===== src/rtl/fifo_pkg.sv =====
// Shared types for the synchronous FIFO: default address width, pointer/count types, op encoding.
// Pure declarations; no logic, no latency, no backpressure.
package fifo_pkg;

    localparam int FIFO_ADDR_WIDTH = 2;

    typedef logic [FIFO_ADDR_WIDTH-1:0] ptr_t;
    typedef logic [FIFO_ADDR_WIDTH:0]   cnt_t;

    // Encoded as {push_accepted, pop_accepted} so the accept strobes map straight onto it.
    typedef enum logic [1:0] {
        NOP  = 2'b00,
        PUSH = 2'b10,
        POP  = 2'b01,
        BOTH = 2'b11
    } op_t;

endpackage


===== src/rtl/fifo_ctrl.sv =====
// FIFO pointer/status controller; sticky overflow/underflow ports exist only with FIFO_CTRL_ERR_EN.
// Latency: wr_en/rd_ack combinational; pointers, count and flags update on the accepting edge.
// Backpressure: push refused when full unless a pop lands the same cycle; pop refused when empty.
module fifo_ctrl
    import fifo_pkg::*;
#(
    parameter int ADDR_WIDTH = FIFO_ADDR_WIDTH,
    parameter int AF_LEVEL   = 3,
    parameter int AE_LEVEL   = 1
) (
    input  logic                  clk,
    input  logic                  reset_n,
    input  logic                  wr,
    input  logic                  rd,
    output logic                  wr_en,
    output logic                  rd_ack,
    output logic [ADDR_WIDTH-1:0] wr_addr,
    output logic [ADDR_WIDTH-1:0] rd_addr,
    output logic                  full,
    output logic                  empty,
    output logic                  almost_full,
    output logic                  almost_empty,
`ifdef FIFO_CTRL_ERR_EN
    input  logic                  err_clr,
    output logic                  overflow,
    output logic                  underflow,
`endif
    output logic [ADDR_WIDTH:0]   count
);

    localparam int                DEPTH_I = 1 << ADDR_WIDTH;
    localparam logic [ADDR_WIDTH:0] DEPTH  = DEPTH_I[ADDR_WIDTH:0];
    localparam logic [ADDR_WIDTH:0] AF_CNT = AF_LEVEL[ADDR_WIDTH:0];
    localparam logic [ADDR_WIDTH:0] AE_CNT = AE_LEVEL[ADDR_WIDTH:0];

    op_t                 op;
    logic [ADDR_WIDTH:0] count_nxt;

    assign rd_ack = rd & ~empty;
    assign wr_en  = wr & (~full | rd_ack);
    assign op     = op_t'({wr_en, rd_ack});

    always_comb begin
        count_nxt = count;
        case (op)
            PUSH:    count_nxt = count + 1'b1;
            POP:     count_nxt = count - 1'b1;
            default: count_nxt = count;
        endcase
    end

    // Flags come from count_nxt so they move on the same edge as count.
    always_ff @(posedge clk or negedge reset_n) begin
        if (!reset_n) begin
            wr_addr      <= '0;
            rd_addr      <= '0;
            count        <= '0;
            full         <= 1'b0;
            empty        <= 1'b1;
            almost_full  <= 1'b0;
            almost_empty <= 1'b1;
        end else begin
            if (wr_en) begin
                wr_addr <= wr_addr + 1'b1;
            end
            if (rd_ack) begin
                rd_addr <= rd_addr + 1'b1;
            end
            count        <= count_nxt;
            full         <= (count_nxt == DEPTH);
            empty        <= (count_nxt == '0);
            almost_full  <= (count_nxt >= AF_CNT);
            almost_empty <= (count_nxt <= AE_CNT);
        end
    end

`ifdef FIFO_CTRL_ERR_EN
    // A new error in the same cycle as err_clr keeps the flag set.
    always_ff @(posedge clk or negedge reset_n) begin
        if (!reset_n) begin
            overflow  <= 1'b0;
            underflow <= 1'b0;
        end else begin
            if (wr & full & ~rd_ack) begin
                overflow <= 1'b1;
            end else if (err_clr) begin
                overflow <= 1'b0;
            end
            if (rd & empty) begin
                underflow <= 1'b1;
            end else if (err_clr) begin
                underflow <= 1'b0;
            end
        end
    end
`endif

endmodule


===== config.mk =====
export PLATFORM = sky130hd
export DESIGN_NAME = fifo_ctrl
export DESIGN_NICKNAME = d
export VERILOG_FILES = /design/src/rtl/fifo_pkg.sv /design/src/rtl/fifo_ctrl.sv
export SDC_FILE = /design/constraint.sdc
export NUM_CORES = 1
export LEC_CHECK = 0
export BUFFER_PORTS_ARGS = -buffer_cell sky130_fd_sc_hd__buf_2
export CAP_MARGIN = 10
export CORE_AREA = 3 3 40 42
export CTS_CLUSTER_SIZE = 10
export DETAILED_ROUTE_END_ITERATION = 12
export DIE_AREA = 0 0 43 45
export HOLD_SLACK_MARGIN = 0.12
export PLACE_DENSITY = 0.63
export SETUP_SLACK_MARGIN = 0.2
export SYNTH_ARGS = -nofsm -noshare
export SYNTH_HDL_FRONTEND = slang
export SYNTH_SLANG_ARGS = --single-unit

===== constraint.sdc =====
create_clock -name clk -period 2.75 [get_ports clk]
set_input_delay 0.4125 -clock clk [delete_from_list [all_inputs] [get_ports clk]]
set_output_delay 0.4125 -clock clk [all_outputs]
set_load 0.03 [all_outputs]

==> results.md <==
- Internal power: 497.7 µW
- Peak Freq: 427.1 MHz
- Register-to-register setup slack: 410 ps
- First-pass GRT wire length: 1511 µm
- #FFs+latches synth: 11
- Gr usage total: 11.17%
- Largest net degree at the start of global routing: 12
- DRT Pass-1 Iters: 3
- Detail Route Antenna Nets: 0
- Clock share of power: 11.8%
- RD Place Congestion: 0.7082
- Clk slew on worst S/H paths: 70 ps
- CP Capture Type: flop
- Commonest non-fill, non-tap cell in the layout: buf_2
- Cell taking the most area after synthesis: dfrtp_1
- Buf/Inv on CP: 1
- Synth Instances: 40
- Initial Util: 38.95%
- Ports: 17
- Mapped cell area: 500.5 µm²
- Drt drc: 0
- Final period util: 85.14%
- Worst Tran Pin Value: 378.4 ps
- R2R Path End: almost_full
- Max cap viols: 0
- RSZ-0062 raised after global routing: no
- Mean Syn Cell Area: 12.51 µm²
- Resized Gates After CTS: 0
- Pwr per Cell Area: 1475 mW/mm²
- Min Hold Slack: 440.2 ps
- Sequential power share: 33.7%
- Wire length per cell: 11.97 µm
- Post-synth top area share: 45.00%
- Hold Path Sink: wr_addr[0]
- Worst reg2reg path depth: 7
- Critical Path AT: 2490 ps
- Iteration-0 DRC count of the detailed router: 3
- Outcome: finished clean
- Min Tclk post-route: 2341 ps
- # clock sinks: 11
- Slowest cell on crit path: dfstp_2
- CP Class: reg -> reg
- Top cells by area, synth: dfrtp_1 (45%), dfstp_2 (11%), xnor2_1 (10%)
- Final worst clock skew: 5.848 ps
- N_diodes: 0
- Hold Startpoint: wr
- LEAKAGE: 0.3026 nW
- Switching share of power: 45.96%
- Port Buf Inserts: 16
- RR Startpoint: empty
- Worst skew pair latency: 270 ps
- Most frequent cells in the layout: buf_2 (16), dfrtp_1 (9), xnor2_1 (6)
- Ratio of cells with drive above 1 in the final layout: 40.00%
- CP Max Fanout: 4
- Hold Buf Count CTS: 1
- Crit path required time: 2900 ps
- Final WL: 898 µm
- Slew Limit Fails: 0
- Clock Tree Buf Depth: 2
- Final #Nets: 67
- Critical Path Max Stage Delay: 520 ps
- Die Y: 45 µm
- Synth Warn #: 0
- Worst path cell trace: nand2b_1 > inv_1 > o21ai_2 > ha_1 > fa_1 > mux2_4 > a211o_1
- Via density: 4.547
- Max_slew headroom: 74.58%
- Clock root buffer: clkbuf_4
- CP Launch Type: flop
- Postcts setup bufs: 0
- Final number of setup-violating endpoints: 0
- Setup TNS: 0 ps
- TritonCTS buffer count: 3
- Vias in the first global route: 331
- Crit path depth: 7
- Row count: 13
- Sequential element share of the synthesized area: 55.50%
- Final Hold Viols: 0
- Worst hold path cell count: 3
- Die X: 43 µm
- Area delta synth->final: 24.75%
- Vias: 341
- Comb pwr share: 54.6%
- CTS tree: done
- Psw: 423.3 µW
- Syn nets: 46
- H-tree depth: 1
- VDD IR max: 0.0006799 V
- Hold Path Class: in -> reg
- Dpl hpwl: 702.3 µm
- Core area: 0.001285 mm²
- Die area: 0.001935 mm²
- Grt ovf: 0
- Distinct cell type count after synthesis: 20
- CP top delay family: adder cells
- Initial antenna violation count: 0
## flip-flops by register name, indices dropped and copies added, names as in the netlist
| signal | flops |
|---|---|
| almost_empty | 1 |
| almost_full | 1 |
| count | 3 |
| empty | 1 |
| full | 1 |
| rd_addr | 2 |
| wr_addr | 2 |
## worst register-to-register path: stages (launching register included)
cell and delay, ps:
dfstp_2 520, nand2b_1 150, inv_1 110, o21ai_2 180, ha_1 230, fa_1 440
mux2_4 300, a211o_1 290
## stage by stage
stage               setup WS (ps)  instances  area (µm²)  util, %  total power, mW
global placement            438.5         70       588.1    45.76           0.8127
CTS                         385.2         75       624.3    48.59           0.9367
global route                262.1         75       624.3    48.59           0.9961
floorplan                   255.8         40       500.5        -           0.7008
finish                      408.6         75       624.3    48.59           0.9210
detailed placement          401.0         70       588.1    45.76           0.8212
## routing by layer
layer  vias up  part of all wire (%)  GRT usage [%]  wire [µm]
li1        172                     -              -          -
met1       155                    39          13.38        354
met2        14                    50          17.07        445
met3         0                    11          7.570         98
met4         0                     0          1.807          0
met5         -                     0              0          0
## area by class of cell
cell class / instances / area [µm²]
Clock buffer: 4 / 26.28
Tap cell: 15 / 18.77
Sequential cell: 11 / 277.8
Inverter: 3 / 11.26
Timing Repair Buffer: 17 / 90.09
Multi-Input combinational cell: 25 / 200.2
Fill cell: 119 / 660.6
## power groups by stage
stage | registers [mW] | logic [mW] | clock network (mW)
final | 0.310 | 0.503 | 0.108
after detailed placement | 0.315 | 0.506 | 0
after floorplan | 0.461 | 0.240 | 0
after global routing | 0.322 | 0.549 | 0.125
after CTS | 0.312 | 0.510 | 0.115
after global placement | 0.310 | 0.502 | 0
## logic make-up after synthesis
family | share of synthesized area [%]
AO/OA/AOI/OAI | 9.001
XOR/XNOR | 12.25
adder cells (fa/ha/maj) | 6.500
buffers and inverters | 4.500
flip-flops | 55.50
multiplexers | 2.999
AND/OR/NAND/NOR | 9.251
## synthesized netlist by cell type
cell type,count
xor2_1,1
a32o_1,1
nor3_1,3
mux2_4,1
buf_6,1
nor3b_1,1
or2_2,1
nand2_1,2
xnor2_1,6
nand2b_1,1
o21a_1,1
fa_1,1
ha_1,1
a21oi_1,2
o21ai_2,1
a211o_1,1
inv_1,3
dfrtp_1,9
nor2_1,1
dfstp_2,2
## worst max path at each step
| stage | slack [ps] | startpoint | end |
|---|---|---|---|
| 3_5_place_dp | 400 | empty | almost_full |
| 4_1_cts | 390 | empty | almost_full |
| 6_report | 410 | empty | almost_full |
| 5_1_grt | 260 | empty | almost_full |
| 3_3_place_gp | 440 | empty | almost_full |
| 2_1_floorplan | 260 | empty | almost_full |
Note: power is estimated with default switching activity, not from simulation.
